--- config.mk ---
export PLATFORM = sky130hd
export DESIGN_NAME = axis_decimator
export DESIGN_NICKNAME = d
export VERILOG_FILES = /design/src/rtl/axis_decimator.sv
export SDC_FILE = /design/constraint.sdc
export NUM_CORES = 1
export LEC_CHECK = 0
export ABC_AREA = 0
export CORE_AREA = 8 8 116 107
export DETAILED_ROUTE_END_ITERATION = 12
export DIE_AREA = 0 0 124 115
export PLACE_DENSITY = 0.79
export SETUP_SLACK_MARGIN = 0.5
export SYNTH_ARGS = -nofsm -noshare
export SYNTH_HDL_FRONTEND = slang
export SYNTH_SLANG_ARGS = --single-unit
--- constraint.sdc ---
create_clock -name aclk -period 13.8 [get_ports aclk]
set_clock_uncertainty 0.1 [all_clocks]
set_input_delay 1.38 -clock aclk [delete_from_list [all_inputs] [get_ports aclk]]
set_output_delay 1.38 -clock aclk [all_outputs]
set_load 0.1 [all_outputs]
--- src/rtl/axis_decimator.sv ---
// AXI-Stream block-average decimator: averages N = 2^log2_ratio signed samples into one output.
// With enable low the block is a plain combinational wire from slave to master port.
//
//  state | meaning
//  ------+--------------------------------------------------
//  IDLE  | disabled or just reset; nothing accepted
//  ACCUM | collecting samples of the current block
//  HOLD  | averaged result waiting for downstream to take it
module axis_decimator #(
    parameter int AXIS_TDATA_WIDTH = 16,
    parameter int MAX_LOG2_RATIO   = 8
) (
    input  logic                        aclk,
    input  logic                        areset,
    input  logic                        enable,
    input  logic [3:0]                  log2_ratio,
    input  logic                        S_AXIS_tvalid,
    input  logic [AXIS_TDATA_WIDTH-1:0] S_AXIS_tdata,
    output logic                        S_AXIS_tready,
    input  logic                        M_AXIS_tready,
    output logic                        M_AXIS_tvalid,
    output logic [AXIS_TDATA_WIDTH-1:0] M_AXIS_tdata
);

    localparam int W     = AXIS_TDATA_WIDTH;
    localparam int ACC_W = W + MAX_LOG2_RATIO;
    localparam int CNT_W = MAX_LOG2_RATIO + 1;

    typedef enum logic [1:0] {
        IDLE  = 2'd0,
        ACCUM = 2'd1,
        HOLD  = 2'd2
    } state_t;

    state_t                  state, state_next;
    logic signed [ACC_W-1:0] acc;
    logic signed [ACC_W-1:0] sum;
    logic [W-1:0]            avg;
    logic [CNT_W-1:0]        cnt;
    logic [CNT_W-1:0]        cnt_last;
    logic [3:0]              eff_ratio;
    logic [3:0]              ratio_clamped;
    logic [3:0]              ratio_cur;
    logic [W-1:0]            out_data;
    logic                    in_xfer;
    logic                    out_xfer;
    logic                    block_done;

    assign ratio_clamped = (log2_ratio > 4'(MAX_LOG2_RATIO)) ? 4'(MAX_LOG2_RATIO) : log2_ratio;
    // The first sample of a block already uses the live ratio, so N=1 completes on it.
    assign ratio_cur  = (cnt == '0) ? ratio_clamped : eff_ratio;
    assign cnt_last   = (CNT_W'(1) << ratio_cur) - CNT_W'(1);
    assign sum        = acc + {{MAX_LOG2_RATIO{S_AXIS_tdata[W-1]}}, S_AXIS_tdata};
    assign avg        = W'(sum >>> ratio_cur);

    assign in_xfer    = enable && S_AXIS_tvalid && S_AXIS_tready;
    assign out_xfer   = enable && M_AXIS_tvalid && M_AXIS_tready;
    assign block_done = in_xfer && (cnt == cnt_last);

    always_ff @(posedge aclk) begin
        if (areset) begin
            state <= IDLE;
        end else begin
            state <= state_next;
        end
    end

    always_comb begin
        state_next = state;
        if (!enable) begin
            state_next = IDLE;
        end else begin
            case (state)
                IDLE:    state_next = ACCUM;
                ACCUM:   if (block_done) state_next = HOLD;
                HOLD:    if (out_xfer) state_next = block_done ? HOLD : ACCUM;
                default: state_next = IDLE;
            endcase
        end
    end

    always_comb begin
        S_AXIS_tready = M_AXIS_tready;
        M_AXIS_tvalid = S_AXIS_tvalid;
        M_AXIS_tdata  = S_AXIS_tdata;
        if (enable) begin
            M_AXIS_tdata  = out_data;
            M_AXIS_tvalid = (state == HOLD);
            case (state)
                ACCUM:   S_AXIS_tready = 1'b1;
                HOLD:    S_AXIS_tready = M_AXIS_tready;
                default: S_AXIS_tready = 1'b0;
            endcase
        end
    end

    always_ff @(posedge aclk) begin
        if (areset) begin
            acc       <= '0;
            cnt       <= '0;
            eff_ratio <= '0;
            out_data  <= '0;
        end else if (!enable) begin
            acc <= '0;
            cnt <= '0;
        end else begin
            if (cnt == '0) begin
                eff_ratio <= ratio_clamped;
            end
            if (block_done) begin
                out_data <= avg;
                acc      <= '0;
                cnt      <= '0;
            end else if (in_xfer) begin
                acc <= sum;
                cnt <= cnt + CNT_W'(1);
            end
        end
    end

endmodule

# Word level (Yosys, flattened, before mapping)
# Cells that the tools add are included.
dict set report classes {
  n_eq_ne 5
  n_mux 10
  n_bitwise 1
  n_reduce_logical 11
  addsub 3
  shifts 2
  magnitude_cmp 1
}
# cell n
set op_table {}
lappend op_table {{$add 24x24->24} 1}
lappend op_table {{$sshr 24x4->16} 1}
lappend op_table {{$mux 16} 1}
lappend op_table {{$add 9x1->9 const B} 1}
lappend op_table {{$eq 9x9->1} 1}
lappend op_table {{$logic_not 9->1} 1}
lappend op_table {{$shl 1x4->9 const A} 1}
lappend op_table {{$sub 9x2->9 const B} 1}
lappend op_table {{$mux 4} 2}
lappend op_table {{$mux 2} 3}
lappend op_table {{$pmux 2 s3} 1}
lappend op_table {{$logic_and 1x1->1} 5}
lappend op_table {{$gt 4x4->1 const B} 1}
lappend op_table {{$ne 2x2->1 const B} 2}
lappend op_table {{$reduce_and 2->1} 2}
lappend op_table {{$reduce_or 3->1} 1}
lappend op_table {{$eq 2x1->1 const B} 1}
lappend op_table {{$eq 2x2->1 const B} 1}
lappend op_table {{$logic_not 2->1} 1}
lappend op_table {{$mux 1} 2}
lappend op_table {{$pmux 1 s2} 1}
lappend op_table {{$reduce_or 2->1} 1}
lappend op_table {{$not 1->1} 1}
dict set report totals {
  inputBits 25
  out_inout_bits 18
  reg_bits 55
  elab_cells 38
}

# Logic depth before layout (Yosys ltp)
# Gate-level depths: netlist of run 1.
dict set report logic_depth {
  word_depth 10
  mapped_depth 21
  depth_no_buf 18
}

# Least setup slack after synthesis of run 1
# OpenSTA, ideal clock, no wires.
dict set report synth_timing {
  path_type {input port to output port}
  start {in enable}
  end {out M_AXIS_tdata[1]}
  path_stages 3
  slack_ps 8378
  arrival_ps 3942
  t_required_ps 12320
  cell_sequence {buf_1 > clkbuf_1 > o21ai_0}
}
dict set report synth_via {
  elab_chain_cells 1
}
# element line
set synth_lines {}
lappend synth_lines {{start: declaration} 15} ;# input logic enable,
lappend synth_lines {{$mux 16} 86} ;# if (enable) begin
lappend synth_lines {{end: declaration} 22} ;# output logic [AXIS_TDATA_WIDTH-1:0] M_AXIS_tdata
# Every way passes these cells.

# Worst setup path in the final report of run 1
dict set report layout_timing {
  start {in log2_ratio[1]}
  end {reg out_data[7]}
}
dict set report layout_via {
  elab_chain_cells 8
  elab_cells_between_ends 9
  cone_classes {add/sub (1); order compare (1); eq/ne (1); shift (2); mux (2); reduce/logical (2)}
}
# element line
set layout_lines {}
lappend layout_lines {{start: declaration} 16} ;# input logic [3:0] log2_ratio,
lappend layout_lines {{$gt 4x4->1} 49} ;# assign ratio_clamped = (log2_ratio > 4'(MAX_LOG2_RATIO)) ? 4'(MAX_LOG2_RATIO) : log2_ratio;
lappend layout_lines {{$mux 4 (*)} 49}
lappend layout_lines {{$mux 4 (*)} --}
lappend layout_lines {{$shl 1x4->9} 52} ;# assign cnt_last = (CNT_W'(1) << ratio_cur) - CNT_W'(1);
lappend layout_lines {{$sub 9x2->9} 52}
lappend layout_lines {{$eq 9x9->1} 58} ;# assign block_done = in_xfer && (cnt == cnt_last);
lappend layout_lines {{$logic_and 1x1->1} 58}
lappend layout_lines {{$reduce_and 2->1 (no line)} --}
lappend layout_lines {{end signal: assignment} 111} ;# out_data <= avg;
lappend layout_lines {{end: declaration} 44} ;# logic [W-1:0] out_data;
# Every way passes the cells marked *; elsewhere a longest branch is shown, timed or not.
# A chain may end at the register's enable or synchronous reset.

==> results of run 1 <==
## worst max-delay path, stage by stage
cell	delay (ns)
clkdlybuf4s50_1	0.60
inv_1	0.11
or4_4	0.57
nand2_2	0.43
nor2_1	0.26
nand2_1	0.17
ha_1	0.35
nand4bb_1	0.15
a21oi_1	0.23
nor3_1	0.08
o21bai_1	0.14
nand4_1	0.16
nor4b_4	0.27
buf_4	0.33
nor2b_1	0.57
o21ai_0	0.16
o21ai_0	0.18
## flip-flops by register name, indices dropped and copies added, names as in the netlist
name       cells
acc           24
cnt            9
eff_ratio      4
out_data      16
state          2
## synthesized netlist by cell type (4+ instances only)
cell      count  share of area
mux2_2       22          0.044
o22ai_1       6         0.0067
xnor2_1      17          0.027
a221oi_1      4         0.0063
nand3_1      11         0.0098
nor2_1       80          0.054
nor2b_1       6         0.0067
nand2b_1      7         0.0078
dfxtp_1      55           0.20
a21o_1       11          0.015
buf_2        14          0.013
o211a_1       5         0.0089
and3_1        6         0.0067
inv_1        17          0.011
nand2_1      96          0.064
nand4_1      10          0.011
o21ai_0      28          0.025
a211oi_1     25          0.034
o211ai_1     17          0.023
or2_2         5         0.0056
or4_1         5         0.0067
ha_1         30          0.067
o31ai_1       7         0.0094
xor2_1       14          0.022
a21oi_1      70          0.063
o21bai_1      5         0.0067
a311oi_1      4         0.0063
nor4_1        5         0.0056
a31oi_1      18          0.020
nor3_1       19          0.017
mux2i_1      17          0.030
clkbuf_1     34          0.023
## cells by family after synthesis
group,count (synthesis)
fa+ha+maj,31
xor+xnor,31
buf+inv,74
compound gates,251
simple gates,272
mux,41
flops,55
## stage by stage
step                      hold slack (ns)  instances  cell area, um2
final                               0.347        886            6130
after CTS                           0.345        886            6130
after global placement              0.331        878            5960
after global routing                0.371        886            6130
after floorplan                     0.310        755            5600
after detailed placement            0.335        878            5960
## per-layer routing
layer	track usage	vias up
li1	-	2808
met1	0.311	2829
met2	0.420	377
met3	0.0471	70
met4	0.111	0
met5	0	-
## layout make-up
cell class | instances | area [um2]
Fill cell | 980 | 4410
Clock inverter | 3 | 46.3
Inverter | 17 | 63.8
Multi-Input combinational cell | 626 | 4170
Clock buffer | 5 | 125
Sequential cell | 55 | 1100
Timing Repair Buffer | 47 | 458
Tap cell | 133 | 166
## report_power, final
group | leakage (nW) | switching, mW | total [mW] | internal (mW)
sequential | 0.444 | 0.00314 | 0.163 | 0.160
clock | 0.0804 | 0.0652 | 0.152 | 0.0865
combinational | 1.75 | 0.0867 | 0.130 | 0.0434
## path summary, 6_finish.rpt
kind | endpoint | slack, ns | cells past startpoint | from
max | out_data[7] | 7.78 | 17 | log2_ratio[1]
min | out_data[15] | 0.35 | 2 | out_data[15]
max reg2reg | out_data[7] | 7.81 | 18 | cnt[0]
min reg2reg | out_data[15] | 0.35 | 2 | out_data[15]
==> impl_metrics.toml, run 1 <==
[outcome]
status = "finished, final reports clean"

[yosys]
synth_seq_cells = 55
synth-edff-count = 0
ys_types = 86
synth_top_family_by_area = "compound AO/OA/AOI/OAI gates"
seq_area_frac_synth = 0.197
muxShareOfSynthArea = 0.0827
avgSynthCellArea_um2 = 7.41
syn_inst = 755
netlist_area_mm2 = 0.00560
synth.net_count = 811
synth_compound_area_frac = 0.312
synthFlopType = "dfxtp_1"
synthAdderAreaFrac = 0.0707
synth_xor_area_frac = 0.0485
yosysWarnings = 0
synthArstFlopShare = 0
synth-simple-area-share = 0.231

[clock_network]
holdBufCountCts = 0
path_clk_slew_ns = 0.07
cts_tree = "done"
cts-resized-gates = 0
cts_buffers = 5
clk_latency_ns = 0.31
cts_sinks = 55
clockBufferDepth = 2
htree_levels = 2
cts_setup_buffers = 0
cts_root_buffer = "clkbuf_16"

[finish]
nets = 808
final_core_util = 0.582
diodes = 0
drive_above_1_share = 0.0850
layout_common_cells = "96 x nand2_1, 79 x nor2_1, 70 x a21oi_1"
final_common_cell = "nand2_1"
syn_to_final_growth_pct = 9.57

[timing]
max_slew.worst_pin.slew_ns = 1.07
relSlewSlack = 0.287
post-route-min-period_ns = 6.02
rsz0062_at_grt = "no"
min_period_over_period = 0.436
finalSetupViolCount = 0
fmax_mhz = 166
finalSetupTns_ns = 0
drv_slew = 0
finalWorstSetupSlack_ns = 7.78
hold_viol = 0

[drt]
postRouteAntennaNets = 0
route.met3.wl_mm = 1.72
wl_met1_mm = 7.47
vias_per_cell = 6.87
drt_first_pass_iters = 7
drcViolationCount = 0
via_count = 6084
routedWlPerCell_um = 20.6
routed.top_layer = "met4"
wl_met2_mm = 8.31
drt-total-wl_mm = 18.2
drt_iter0_drc = 661

[power_and_ir_drop]
ir_drop_mv = 0.0483
p_leak_nw = 2.27
power_mw = 0.445
p_per_area_mw_per_mm2 = 72.6

[grt]
grt_pass1_wl_mm = 29.0
grt_util_all_layers = 0.253
grt_max_degree = 34
overflow = 0
first_global_vias = 5859
antenna_found_initial = 0

[min_path]
hold_class = "reg2reg"

[die]
io_pins = 43
die_h_um = 115
core_area_mm2 = 0.0105
dieArea_mm2 = 0.0143
die_w_um = 124
initial_core_util = 0.531
row_count = 36

[place]
dpl_worst_slack_ns = 7.61
port_buffers = 42
hpwlAfterDp_mm = 13.6
gp_congestion = 1.02

[critical_path]
start_kind = "input port"
worstPathArrival_ns = 6.15
critPathKind = "in2reg"
cp-end-kind = "register"
worstPathRequired_ns = 13.93
path_max_fanout = 26

[run]
maxCapViolations = 0
No activity file was read; power rests on OpenSTA's default activity.
==> run 2: changes to the inputs <==
--- a/config.mk
+++ b/config.mk
@@ -9,7 +9,7 @@
 export CORE_AREA = 8 8 116 107
 export DETAILED_ROUTE_END_ITERATION = 12
 export DIE_AREA = 0 0 124 115
-export PLACE_DENSITY = 0.79
+export PLACE_DENSITY = 0.82
 export SETUP_SLACK_MARGIN = 0.5
 export SYNTH_ARGS = -nofsm -noshare
 export SYNTH_HDL_FRONTEND = slang
==> constraint.sdc (replaced) <==
create_clock -name aclk -period 5.01 [get_ports aclk]
set_clock_uncertainty 0.1 [all_clocks]
set_input_delay 0.501 -clock aclk [delete_from_list [all_inputs] [get_ports aclk]]
set_output_delay 0.501 -clock aclk [all_outputs]
set_load 0.1 [all_outputs]
==> run 2 against run 1 <==
  * Sequential power increased to 2.8 times the previous value
  * Combinational power grew to 2.8 times the previous value
  * Sequential share of layout area is 0.31 points lower
  * Wire length grew 3.3%
  * Final cell count rose by 2.0%
  * First-iteration DRC count down 28%
  * Utilization up 1.0 points
  * Die area unchanged
  * Final area rose by 1.7%
  * Register-to-register slack worse by 7.1 ns
  * Global-route usage up 1.2 points
  * Total power increased to 2.7 times the previous value
  * Largest cell class unchanged
==> impl_metrics.toml, run 2 (same netlist as run 1, synthesis figures left out) <==
[outcome]
status = "finished, final reports clean"

[timing]
max_slew.worst_pin.slew_ns = 0.986
finalWorstSetupSlack_ns = 0.697
finalSetupViolCount = 0
fmax_mhz = 232
post-route-min-period_ns = 4.31
drv_slew = 0
relSlewSlack = 0.343
rsz0062_at_grt = "yes"
finalSetupTns_ns = 0
hold_viol = 0
min_period_over_period = 0.861

[drt]
drt-total-wl_mm = 18.8
drt_iter0_drc = 474
drcViolationCount = 0
postRouteAntennaNets = 0
routedWlPerCell_um = 20.8
via_count = 6017
vias_per_cell = 6.66
drt_first_pass_iters = 5

[clock_network]
htree_levels = 2
clockBufferDepth = 2
path_clk_slew_ns = 0.08
clk_latency_ns = 0.32
cts_tree = "done"
cts_root_buffer = "clkbuf_16"
cts_sinks = 55
cts_buffers = 5

[die]
row_count = 36
core_area_mm2 = 0.0105
initial_core_util = 0.531
io_pins = 43
die_h_um = 115
dieArea_mm2 = 0.0143
die_w_um = 124

[critical_path]
critPathKind = "reg2reg"
rr_endpoint = "out_data[11]"
r2r_slack_ns = 0.70
crit_top_cell = "nand2_1"
cp-end-kind = "register"
cp_num_buf_inv = 3
slowest_delay_ns = 0.76
reg2reg_from = "cnt[2]"
start_kind = "register"
path_cells = "nor4_1, nand2_1, nand2_1, o21ai_1, nor2_2, nand2_1, ha_2, inv_1, o31ai_1, a2111oi_1, nand4_1, nor4b_4, buf_4, buf_4, o211ai_1, a21oi_1, a2111oi_2"
worstPathRequired_ns = 5.09
crit_slowest_cell = "nor4_1"
critical_path.top_delay_family = "simple AND/OR/NAND/NOR gates"
worstPathArrival_ns = 4.39
reg2reg_depth = 17
path_max_fanout = 10

[finish]
nets = 826
regMostFlops = "acc"
layout_common_cells = "96 x nand2_1, 79 x nor2_1, 70 x a21oi_1"
largest_register_ff_count = 24
fin_area_mm2 = 0.00624
syn_to_final_growth_pct = 11.5
reg_top3 = "acc (24), out_data (16), cnt (9)"
final_core_util = 0.592
final_common_cell = "nand2_1"
drive_above_1_share = 0.134

[place]
hpwlAfterDp_mm = 14.2
port_buffers = 42
gp_congestion = 0.986
placed_area_mm2 = 0.00605
dpl_worst_slack_ns = 0.0232

[power_and_ir_drop]
clkPwrFrac = 0.309
pwr-share-comb = 0.312
power.internal_mw = 0.751
p_sw_frac = 0.366
share_seq_of_total_power = 0.379
switchingPower_mw = 0.433
ir_drop_mv = 0.122
p_leak_nw = 2.39
p_per_area_mw_per_mm2 = 190
power_mw = 1.18

[min_path]
hold_start = "acc[14]"
whs_path_depth = 2
hold_class = "reg2reg"
min_to = "acc[14]"

[grt]
grt_max_degree = 31
first_global_vias = 5790
overflow = 0
antenna_found_initial = 0
grt_util_all_layers = 0.265
grt_pass1_wl_mm = 30.0

[run]
maxCapViolations = 0
run 2: final cells by class:
class | instances | area, um2
fillers | 955 | 4300
multi-input cells | 626 | 4200
flip-flops and latches | 55 | 1100
repair buffers | 65 | 561
well taps | 133 | 166
clock buffers | 5 | 125
inverters | 17 | 63.8
clock inverters | 2 | 13.8
diodes | 1 | 2.50
run 2: power groups by stage:
stage	clock network, mW	registers (mW)	logic, mW
finish	0.366	0.449	0.369
global route	0.387	0.450	0.393
CTS	0.374	0.448	0.360
detailed placement	0	0.459	0.357
global placement	0	0.459	0.356
floorplan	0	0.453	0.259
run 2: what timing repair did:
| item | 4_1_cts | 5_1_grt |
|---|---|---|
| gates resized for setup | 3 | 5 |
| buffers inserted | 1 | 1 |
| pin swaps | 1 | 1 |
| setup endpoints to repair | 48 | 51 |
| hold buffers | 0 | 0 |
| hold endpoints to repair | 0 | 0 |
run 2: metal layers:
layer,share of wire,GRT usage,up-vias
li1,-,-,2844
met5,0,0,-
met4,0.032,0.116,0
met2,0.44,0.407,269
met3,0.082,0.0643,48
met1,0.44,0.344,2856
run 2: how the worst max path moves through the flow:
stage	from	to	slack, ns	depth (start not counted)
global route	cnt[0]	out_data[11]	0.49	19
finish	cnt[2]	out_data[11]	0.70	17
global placement	S_AXIS_tdata[0]	out_data[1]	0.02	13
CTS	cnt[0]	out_data[11]	0.57	18
floorplan	cnt[0]	state[1]	0.56	18
detailed placement	S_AXIS_tdata[0]	out_data[1]	0.02	13
run 2: worst min-delay path, delay by kind of cell (launching register included):
kind	cells	cell delay, ns
AO/OA/AOI/OAI	1	0.05
flip-flops	1	0.31
AND/OR/NAND/NOR	1	0.05
run 2: through the flow:
step / cells / hold slack [ns]
global placement: 894 / 0.335
floorplan: 755 / 0.310
detailed placement: 894 / 0.353
global route: 903 / 0.377
finish: 904 / 0.360
CTS: 902 / 0.363
==> run 3: changes to the inputs <==
--- a/config.mk
+++ b/config.mk
@@ -14,3 +14,4 @@
 export SYNTH_ARGS = -nofsm -noshare
 export SYNTH_HDL_FRONTEND = slang
 export SYNTH_SLANG_ARGS = --single-unit
+export TNS_END_PERCENT = 10
==> results of run 3 <==
No change in the layout: final DEF, timing and power equal those of run 2.
